File: config.mk
export PLATFORM = sky130hd
export DESIGN_NAME = decode_queue_flat
export DESIGN_NICKNAME = d
export VERILOG_FILES = /design/src/rtl/decode_queue_if.sv /design/src/rtl/decode_queue.sv /design/src/flat_wrapper.sv
export SDC_FILE = /design/constraint.sdc
export NUM_CORES = 1
export LEC_CHECK = 0
export CORE_ASPECT_RATIO = 1.25
export CORE_MARGIN = 2
export CORE_UTILIZATION = 55
export DETAILED_ROUTE_END_ITERATION = 8
export PLACE_DENSITY = 0.85
export SETUP_SLACK_MARGIN = 0.4
export SLEW_MARGIN = 30
export SYNTH_ARGS = -nofsm -noshare
export SYNTH_HDL_FRONTEND = slang
export SYNTH_SLANG_ARGS = --single-unit
File: constraint.sdc
create_clock -name clk -period 7.95 [get_ports clk]
set_clock_uncertainty 0.05 [all_clocks]
set_input_delay 1.59 -clock clk [delete_from_list [all_inputs] [get_ports clk]]
set_output_delay 1.59 -clock clk [all_outputs]
set_load 0.005 [all_outputs]
File: src/rtl/decode_queue_if.sv
// decode_queue_if: producer/consumer handshake, flush and occupancy bundle for decode_queue.
interface decode_queue_if #(
  parameter int DEPTH = 4,
  parameter int ID_W  = 11,
  parameter int PC_W  = 32
);
  localparam int CW = $clog2(DEPTH) + 1;
  logic            in_valid;
  logic            in_ready;
  logic [31:0]     in_instr;
  logic [PC_W-1:0] in_pc;
  logic            out_valid;
  logic            out_ready;
  logic [31:0]     out_instr;
  logic [PC_W-1:0] out_pc;
  logic [ID_W-1:0] out_id;
  logic            out_ri;
  logic            flush;
  logic [CW-1:0]   count;
  modport master (
    output in_valid, in_instr, in_pc, out_ready, flush,
    input  in_ready, out_valid, out_instr, out_pc, out_id, out_ri, count
  );
  modport slave (
    input  in_valid, in_instr, in_pc, out_ready, flush,
    output in_ready, out_valid, out_instr, out_pc, out_id, out_ri, count
  );
endinterface

File: src/rtl/decode_queue.sv
// decode_queue: FIFO of MIPS words decoded at push; IDs 1..54 follow the alphabetical
// mnemonic order, 100 = unknown. Optional macro DECODE_QUEUE_RI_EN stores a reserved-instruction flag.
module decode_queue #(
  parameter int DEPTH = 4,
  parameter int ID_W  = 11,
  parameter int PC_W  = 32
) (
  input logic           clk,
  input logic           reset,
  decode_queue_if.slave q
);
  localparam int AW = $clog2(DEPTH);
  localparam int CW = AW + 1;
  logic [AW-1:0]   r_wp, r_rp;
  logic [CW-1:0]   r_count;
  logic [31:0]     r_instr [DEPTH];
  logic [PC_W-1:0] r_pc    [DEPTH];
  logic [ID_W-1:0] r_id    [DEPTH];
  logic            w_push, w_pop;
  logic [ID_W-1:0] w_dec;

  function automatic logic [ID_W-1:0] decode(input logic [31:0] w);
    logic [6:0] id;
    id = 7'd100;
    case (w[31:26])
      6'h00: case (w[5:0])
        6'h00: id = 7'd40;
        6'h02: id = 7'd48;
        6'h03: id = 7'd46;
        6'h04: id = 7'd41;
        6'h06: id = 7'd49;
        6'h07: id = 7'd47;
        6'h08: id = 7'd20;
        6'h09: id = 7'd19;
        6'h0D: id = 7'd13;
        6'h10: id = 7'd28;
        6'h11: id = 7'd31;
        6'h12: id = 7'd29;
        6'h13: id = 7'd32;
        6'h18: id = 7'd33;
        6'h19: id = 7'd34;
        6'h1A: id = 7'd14;
        6'h1B: id = 7'd15;
        6'h20: id = 7'd1;
        6'h21: id = 7'd4;
        6'h22: id = 7'd50;
        6'h23: id = 7'd51;
        6'h24: id = 7'd5;
        6'h25: id = 7'd36;
        6'h26: id = 7'd53;
        6'h27: id = 7'd35;
        6'h2A: id = 7'd42;
        6'h2B: id = 7'd45;
        default: ;
      endcase
      6'h01: id = w[20:16] == 5'd0 ? 7'd11 : w[20:16] == 5'd1 ? 7'd8 : 7'd100;
      6'h02: id = 7'd17;
      6'h03: id = 7'd18;
      6'h04: id = 7'd7;
      6'h05: id = 7'd12;
      6'h06: id = 7'd10;
      6'h07: id = 7'd9;
      6'h08: id = 7'd2;
      6'h09: id = 7'd3;
      6'h0A: id = 7'd43;
      6'h0B: id = 7'd44;
      6'h0C: id = 7'd6;
      6'h0D: id = 7'd37;
      6'h0E: id = 7'd54;
      6'h0F: id = 7'd25;
      // COP0: eret is an exact word, mfc0/mtc0 are selected by rs
      6'h10: id = w == 32'h4200_0018 ? 7'd16 : w[25:21] == 5'd0 ? 7'd27 :
                  w[25:21] == 5'd4 ? 7'd30 : 7'd100;
      6'h20: id = 7'd21;
      6'h21: id = 7'd23;
      6'h23: id = 7'd26;
      6'h24: id = 7'd22;
      6'h25: id = 7'd24;
      6'h28: id = 7'd38;
      6'h29: id = 7'd39;
      6'h2B: id = 7'd52;
      default: ;
    endcase
    return ID_W'(id);
  endfunction

  assign w_dec       = decode(q.in_instr);
  assign q.in_ready  = r_count < CW'(DEPTH);
  assign q.out_valid = r_count != '0;
  assign q.count     = r_count;
  assign w_push      = q.in_valid && q.in_ready && !q.flush;
  assign w_pop       = q.out_valid && q.out_ready && !q.flush;
  assign q.out_instr = r_instr[r_rp];
  assign q.out_pc    = r_pc[r_rp];
  assign q.out_id    = r_id[r_rp];

  always_ff @(posedge clk) begin
    if (reset || q.flush) begin
      r_wp    <= '0;
      r_rp    <= '0;
      r_count <= '0;
    end else begin
      if (w_push) r_wp <= r_wp + 1'b1;
      if (w_pop) r_rp <= r_rp + 1'b1;
      r_count <= r_count + CW'(w_push) - CW'(w_pop);
    end
  end

  always_ff @(posedge clk) begin
    if (w_push) begin
      r_instr[r_wp] <= q.in_instr;
      r_pc[r_wp]    <= q.in_pc;
      r_id[r_wp]    <= w_dec;
    end
  end

`ifdef DECODE_QUEUE_RI_EN
  logic r_ri [DEPTH];
  always_ff @(posedge clk) begin
    if (w_push) r_ri[r_wp] <= w_dec == ID_W'(100);
  end
  assign q.out_ri = r_ri[r_rp];
`else
  assign q.out_ri = 1'b0;
`endif
endmodule
File: src/flat_wrapper.sv
// flat-port wrapper written by rule: the top's interface ports become plain ports
module decode_queue_flat 
#(
  parameter int DEPTH = 4,
  parameter int ID_W  = 11,
  parameter int PC_W  = 32
)
  (clk, reset, q_in_valid, q_in_instr, q_in_pc, q_out_ready, q_flush, q_in_ready, q_out_valid, q_out_instr, q_out_pc, q_out_id, q_out_ri, q_count);
  decode_queue_if #(.DEPTH(DEPTH), .ID_W(ID_W), .PC_W(PC_W)) q_i ();
  input logic clk;
  input logic reset;
  input wire logic [$bits(q_i.in_valid)-1:0] q_in_valid;
  input wire logic [$bits(q_i.in_instr)-1:0] q_in_instr;
  input wire logic [$bits(q_i.in_pc)-1:0] q_in_pc;
  input wire logic [$bits(q_i.out_ready)-1:0] q_out_ready;
  input wire logic [$bits(q_i.flush)-1:0] q_flush;
  output wire logic [$bits(q_i.in_ready)-1:0] q_in_ready;
  output wire logic [$bits(q_i.out_valid)-1:0] q_out_valid;
  output wire logic [$bits(q_i.out_instr)-1:0] q_out_instr;
  output wire logic [$bits(q_i.out_pc)-1:0] q_out_pc;
  output wire logic [$bits(q_i.out_id)-1:0] q_out_id;
  output wire logic [$bits(q_i.out_ri)-1:0] q_out_ri;
  output wire logic [$bits(q_i.count)-1:0] q_count;
  assign q_i.in_valid = q_in_valid;
  assign q_i.in_instr = q_in_instr;
  assign q_i.in_pc = q_in_pc;
  assign q_i.out_ready = q_out_ready;
  assign q_i.flush = q_flush;
  assign q_in_ready = q_i.in_ready;
  assign q_out_valid = q_i.out_valid;
  assign q_out_instr = q_i.out_instr;
  assign q_out_pc = q_i.out_pc;
  assign q_out_id = q_i.out_id;
  assign q_out_ri = q_i.out_ri;
  assign q_count = q_i.count;
  decode_queue #(.DEPTH(DEPTH), .ID_W(ID_W), .PC_W(PC_W)) u_core (.clk(clk), .reset(reset), .q(q_i));
endmodule
==> metrics.log, run 1 <==
INFO  metric run_status = completed
INFO  metric synth_top_cells_by_count = edfxtp_1, mux4_2, nor2_1
INFO  metric routed_via_density = 6.00
INFO  metric placement_rows = 59
INFO  metric antenna_violations_before_repair = 0
INFO  metric start_util = 0.562
INFO  metric cp-start-kind = flip-flop
INFO  metric min_period_over_period = 0.610
INFO  metric detail_route.first_pass.iterations = 5
INFO  metric cp_slowest_cell = buf_4
INFO  metric gp_congestion = 0.882
INFO  metric insertedDiodeCount = 0
INFO  metric grt_start_max_net_pins = 72
INFO  metric cts.repair.resized = 0
INFO  metric cts_hold_buffers = 0
INFO  metric power.switching_fraction = 0.197
INFO  metric die_h = 167 um
INFO  metric port_buffers = 144
INFO  metric power.density_cell_area = 221 mW/mm^2
INFO  metric cell_chosen_for_the_clock_root = clkbuf_16
INFO  metric routed_wire_length_per_instance = 22.3 um
INFO  metric timing.final.max_slew_violations = 0
INFO  metric synthMostInstantiatedCell = edfxtp_1
INFO  metric slew-limit-headroom = 0.445
INFO  metric worstPathMaxFanout = 42
INFO  metric average_cell_area_after_synthesis = 19.7 um^2
INFO  metric setup_viol = 0
INFO  metric critPathArrivalTime = 3.21 ns
INFO  metric first_global_vias = 6419
INFO  metric place.detailed.hpwl = 14100 um
INFO  metric synthDominantCellAreaShare = 0.726
INFO  metric dr.first_iter.drc_count = 403
INFO  metric post_synth_main_area_contributors = edfxtp_1, mux4_2, dfxtp_1
INFO  metric power.switching = 0.000624 W
INFO  metric clkSinkCount = 293
INFO  metric maxClockFrequency = 0.206 GHz
INFO  metric rrSetupSlack = 5.33 ns
INFO  metric post-cts-setup-buffer-count = 0
INFO  metric setup_tns_after_final_layout = 0 ns
INFO  metric total_leakage_power = 4.47 nW
INFO  metric mapped_cells = 595
INFO  metric worst_setup_hold_path_clk_slew = 0.07 ns
INFO  metric tritoncts.num_buffers = 27
INFO  metric globalRouteOverflowTotal = 0
INFO  metric finalNonFillerCells = 1031
INFO  metric data_required_time_at_the_worst_endpoint = 6.31 ns
INFO  metric fillerInstances = 1283
INFO  metric synth.largest_area_cell = edfxtp_1
INFO  metric layout_min_cycle_time = 4.85 ns
INFO  metric grt_first_pass_wirelength = 35800 um
INFO  metric power.share.clock = 0.389
INFO  metric worstReg2RegEnd = u_core.r_pc[3][1]
INFO  metric critical_path_cell_sequence = buf_4 -> mux4_2 -> clkdlybuf4s50_1
INFO  metric cts_tree = built
INFO  metric hp-class = reg -> reg
INFO  metric clock_network_latency_to_the_later_pin_of_the_worst_skew_pair = 0.52 ns
INFO  metric fp.dieArea = 0.0225 mm^2
INFO  metric reg2regPathDepth = 4
INFO  metric share_seq_of_total_power = 0.548
INFO  metric flow.area_growth_from_synthesis = 21.7%
INFO  metric cts.htree.levels = 1
INFO  metric cpPeakStageDelay = 0.76 ns
INFO  metric antenna_left = 0
INFO  metric layout.cell_area.non_filler = 0.0143 mm^2
INFO  metric routed-via-count = 6183
INFO  metric prevailing_post_synth_register_cell = edfxtp_1
INFO  metric drt-total-wl = 23000 um
INFO  metric timing_worst_slew_pin_value = 0.833 ns
INFO  metric synth-seq-area-share = 0.741
INFO  metric vdd.ir_drop.worst = 0.000175 V
INFO  metric timing.setup.critical_path_class = reg -> out
INFO  metric groute.usage.overall = 0.208
INFO  metric worstSetupEndpointType = output pin
INFO  metric yosys_warnings = 0
INFO  metric cts.path.max_buffers = 3
INFO  metric fraction_of_final_layout_cells_sized_beyond_drive_strength_1 = 0.174
INFO  metric comb_power_share = 0.063
INFO  metric num-nets-final = 816
INFO  metric synth_edf_count = 284
INFO  metric max_cap_viol_count = 0
INFO  metric synth.ff_latch_count = 293
INFO  metric utilization = 0.684
INFO  metric synthesis.area = 0.0117 mm^2
INFO  metric grt_setup_unrepaired = false
INFO  metric synth_cell_types = 60
INFO  metric power.internal = 0.00254 W
INFO  metric drt_drc_violations_left = 0
INFO  metric finalHoldViolations = 0
INFO  metric critical_path.reg2reg.startpoint = u_core.q.count[2]
INFO  metric floorplan.die.width = 135 um
INFO  metric io-pin-count = 150
INFO  metric core_area = 0.0209 mm^2
INFO  metric place_inst = 985
INFO  metric place_area = 0.0134 mm^2
INFO  metric worst_setup_path_endpoint = q_out_id[4]
INFO  metric ys_async_sr_fraction = 0
==> sequential cells by signal (all words and copies together), names as in the netlist, named ones only <==
register	flops
u_core.r_instr	128
u_core.r_pc	128
u_core.r_id	28
u_core.q.count	3
u_core.r_rp	2
u_core.r_wp	2
==> power groups by stage <==
| stage | Clock, W | Combinational, W | Sequential [W] |
|---|---|---|---|
| 3_5_place_dp | 0 | 0.000198 | 0.00177 |
| 5_1_grt | 0.00131 | 0.000215 | 0.00174 |
| 2_1_floorplan | 0 | 0.0000860 | 0.00177 |
| 6_report | 0.00123 | 0.000199 | 0.00173 |
| 3_3_place_gp | 0 | 0.000191 | 0.00176 |
| 4_1_cts | 0.00126 | 0.000200 | 0.00173 |
==> worst min-delay path by stage <==
stage / from / endpoint / slack (ns) / depth (start not counted)
after floorplan: u_core.r_rp[1] / flip-flop / 0.43 / 2
after global placement: u_core.r_rp[1] / flip-flop / 0.45 / 2
after detailed placement: u_core.r_rp[1] / flip-flop / 0.48 / 2
after CTS: u_core.r_rp[0] / u_core.r_rp[0] / 0.51 / 2
after global routing: u_core.r_rp[0] / u_core.r_rp[0] / 0.54 / 2
final: u_core.r_rp[0] / u_core.r_rp[0] / 0.51 / 2
==> routing by layer <==
metal / up-vias / GRT usage / routed length (um)
li1: 2731 / - / -
met4: 0 / 0.0568 / 545
met2: 261 / 0.367 / 12100
met5: - / 0 / 0
met3: 38 / 0.0330 / 1410
met1: 3153 / 0.269 / 8940
==> cell families (layout without fill, tap and decap cells) <==
kind of cell,after synthesis,after routing,synth area share
buffers and inverters,51,209,0.0195
muxes,72,72,0.137
xor gates and xnor gates,8,8,0.00597
adders and majority gates,7,7,0.00810
other,1,5,0.000319
DFF,293,293,0.741
and+or+nand+nor,102,102,0.0503
AOI/OAI and AO/OA,61,61,0.0374
==> cells in the final DEF, fill, tap and decap left out, drive strengths merged, types with 10 or more instances in the layout <==
master	synthesis	layout
nor2	22	22
nor2b	16	16
a21oi	10	10
mux4	71	71
inv	13	13
clkdlybuf4s50	0	144
clkbuf	17	33
edfxtp	284	284
nand2	14	14
==> metrics by stage <==
step	power (W)	hold WS [ns]	worst slack (ns)
final	0.00316	0.507	3.10
after global routing	0.00326	0.542	2.83
after CTS	0.00319	0.508	2.98
after detailed placement	0.00197	0.483	3.55
after global placement	0.00196	0.446	3.56
after floorplan	0.00185	0.435	3.68
==> layout make-up <==
class	count	area, um^2	area share
clock buffer	33	728	0.0509
clock inverter	13	121	0.00849
inverter	13	48.8	0.00341
multi-input combinational	255	2830	0.198
sequential	293	8720	0.610
tap	274	343	0.0240
timing repair buffer	150	1510	0.105
==> worst max-delay path, delay by kind of cell (launching register included) <==
| kind | cells | cell delay (ns) |
|---|---|---|
| multiplexers | 1 | 0.64 |
| flip-flops | 1 | 0.74 |
| buffers and inverters | 2 | 1.25 |
(Power assumes the default switching activity.)
==> run 2, diff against run 1 <==
- CORE_UTILIZATION: 55 -> 50
- PLACE_DENSITY: 0.85 -> 0.82
- clock period: 7.95 -> 3.9 ns (I/O delays scaled with it)
==> run 2 against run 1 <==
Clock power is 110% higher. Flip-flop and latch count did not move. Cell area up 2.1%. Count of clock-buffer cells in the layout unchanged. Final cell count up 3.8%. First-iteration DRC count is 4.5% higher. Sequential share of layout area fell by 1.2 points. Sequential power increased by 100%. Wire length rose by 7.7%. Hold slack got worse by 0.017 ns. Largest power group unchanged.
==> metrics.log, run 2 (synthesis results as in run 1) <==
INFO  metric drt-total-wl = 24800 um (+7.7%)
INFO  metric place_inst = 1020 (+3.6%)
INFO  metric utilization = 0.633 (-0.0510)
INFO  metric finalHoldViolations = 0 (unchanged)
INFO  metric cp_slowest_cell = dfxtp_4
INFO  metric groute.usage.overall = 0.201 (-0.00659)
INFO  metric max_cap_viol_count = 0 (unchanged)
INFO  metric layout_min_cycle_time = 3.28 ns
INFO  metric grt_setup_unrepaired = false
INFO  metric cts_tree = built
INFO  metric worstPathMaxFanout = 42 (unchanged)
INFO  metric setup_viol = 0 (unchanged)
INFO  metric globalRouteOverflowTotal = 0 (unchanged)
INFO  metric grt_first_pass_wirelength = 38100 um (+6.3%)
INFO  metric clock_network_latency_to_the_later_pin_of_the_worst_skew_pair = 0.52 ns (about the same)
INFO  metric timing.final.max_slew_violations = 0 (unchanged)
INFO  metric flow.area_growth_from_synthesis = 24.2%
INFO  metric hp-class = reg -> reg
INFO  metric fp.dieArea = 0.0247 mm^2 (+9.7%)
INFO  metric fraction_of_final_layout_cells_sized_beyond_drive_strength_1 = 0.196 (+0.0213)
INFO  metric maxClockFrequency = 0.305 GHz
INFO  metric cpPeakStageDelay = 0.76 ns (about the same)
INFO  metric routed_wire_length_per_instance = 23.2 um (+3.8%)
INFO  metric num-nets-final = 839 (+2.8%)
INFO  metric cell_chosen_for_the_clock_root = clkbuf_16
INFO  metric power.density_cell_area = 448 mW/mm^2 (+100%)
INFO  metric antenna_violations_before_repair = 0 (unchanged)
INFO  metric routed_via_density = 5.83 (-2.9%)
INFO  metric data_required_time_at_the_worst_endpoint = 3.07 ns (-3.24 ns)
INFO  metric drt_drc_violations_left = 0 (unchanged)
INFO  metric slew-limit-headroom = 0.500 (+0.0550)
INFO  metric gp_congestion = 0.836 (-5.2%)
INFO  metric first_global_vias = 6769 (+5.5%)
INFO  metric clkSinkCount = 293 (unchanged)
INFO  metric port_buffers = 144 (unchanged)
INFO  metric worstSetupEndpointType = output pin
INFO  metric top_regs = u_core.r_instr: 128 flops, u_core.r_pc: 128 flops, u_core.r_id: 28 flops
INFO  metric timing_worst_slew_pin_value = 0.741 ns (-0.0919 ns)
INFO  metric place.detailed.hpwl = 16000 um (+14%)
INFO  metric tritoncts.num_buffers = 28 (+3.7%)
INFO  metric worst_setup_hold_path_clk_slew = 0.06 ns (about the same)
INFO  metric mostFrequentLayoutCells = edfxtp_1, clkdlybuf4s50_1, mux4_2
INFO  metric detail_route.first_pass.iterations = 5 (unchanged)
INFO  metric critical_path_cell_sequence = buf_4 -> mux4_2 -> clkdlybuf4s50_1
INFO  metric cts.htree.levels = 1 (unchanged)
INFO  metric run_status = completed
INFO  metric core_area = 0.0230 mm^2 (+10%)
INFO  metric insertedDiodeCount = 0 (unchanged)
INFO  metric grt_start_max_net_pins = 43 (-40%)
INFO  metric start_util = 0.510 (-0.0524)
INFO  metric cts.path.max_buffers = 3 (unchanged)
INFO  metric min_period_over_period = 0.841
INFO  metric routed-via-count = 6234 (+0.82%)
INFO  metric design_power_total = 0.00653 W (+110%)
INFO  metric cts.repair.resized = 0 (unchanged)
INFO  metric io-pin-count = 150 (unchanged)
INFO  metric total_leakage_power = 4.62 nW (+3.4%)
INFO  metric critPathArrivalTime = 2.45 ns (-0.76 ns)
INFO  metric antenna_left = 0 (unchanged)
INFO  metric placement_rows = 62 (+5.1%)
INFO  metric die_h = 175 um (+4.8%)
INFO  metric setup_tns_after_final_layout = 0 ns (unchanged)
INFO  metric finalNonFillerCells = 1070 (+3.8%)
INFO  metric dr.first_iter.drc_count = 421 (+4.5%)
INFO  metric floorplan.die.width = 141 um (+4.7%)
INFO  metric layout_commonest_cell = edfxtp_1
INFO  metric timing.setup.critical_path_class = reg -> out
INFO  metric vdd.ir_drop.worst = 0.000368 V (+110%)
INFO  metric cp-start-kind = flip-flop
[run 2: changes by cell type in the layout (fill, tap and decap cells not counted)]
cell / delta
clkbuf_1: +1
inv_8: +1
o311ai_0: +1
clkbuf_16: +2
buf_16: +1
buf_4: +17
clkbuf_8: -3
clkinvlp_4: -2
clkinv_2: +1
buf_12: +6
o311ai_1: -1
clkinv_1: +3
buf_6: -2
[run 2: final cells by class]
cell class | instances | area (um^2)
clock buffer | 33 | 741
clock inverter | 16 | 134
fill | 1520 | 8450
inverter | 13 | 48.8
multi-input combinational | 255 | 2830
sequential | 293 | 8720
tap | 288 | 360
timing repair buffer | 172 | 1760
[run 2: critical path: cells and delay by family (launching register included)]
kind | cells | cell delay [ns]
buf+inv | 2 | 0.80
flops | 1 | 0.76
mux | 1 | 0.33
[run 2: what timing repair did]
item / in CTS / in global routing
buffers inserted: 0 / 1
hold buffers: 0 / 0
endpoints found under the setup margin: 0 / 19
[run 2: per-stage QoR]
stage	worst slack, ns	hold WS [ns]	instance area [um^2]
2_1_floorplan	0.443	0.435	11800
3_3_place_gp	0.568	0.452	13700
3_5_place_dp	0.479	0.488	13700
4_1_cts	0.414	0.508	14600
5_1_grt	0.535	0.533	14600
6_report	0.621	0.491	14600
[run 2: worst paths after layout]
kind / end / start / cells past startpoint / slack, ns
max: q_out_instr[21] / flip-flop / 3 / 0.62
min: u_core.r_rp[1] / u_core.r_rp[1] / 2 / 0.49
max reg2reg: u_core.q.count[2] / u_core.q.count[2] / 9 / 1.43
min reg2reg: u_core.r_rp[1] / u_core.r_rp[1] / 2 / 0.49
[run 2: power breakdown]
| part | total [W] | internal (W) | switching, W |
|---|---|---|---|
| Clock | 0.00257 | 0.00148 | 0.00109 |
| Sequential | 0.00353 | 0.00352 | 0.0000160 |
| Combinational | 0.000432 | 0.000225 | 0.000206 |
[run 2: per-layer routing]
metal | track usage | vias up | wire length (um)
li1 | - | 2772 | -
met1 | 0.256 | 3242 | 10100
met2 | 0.361 | 176 | 13000
met3 | 0.0262 | 44 | 1060
met4 | 0.0608 | 0 | 664
met5 | 0 | - | 0
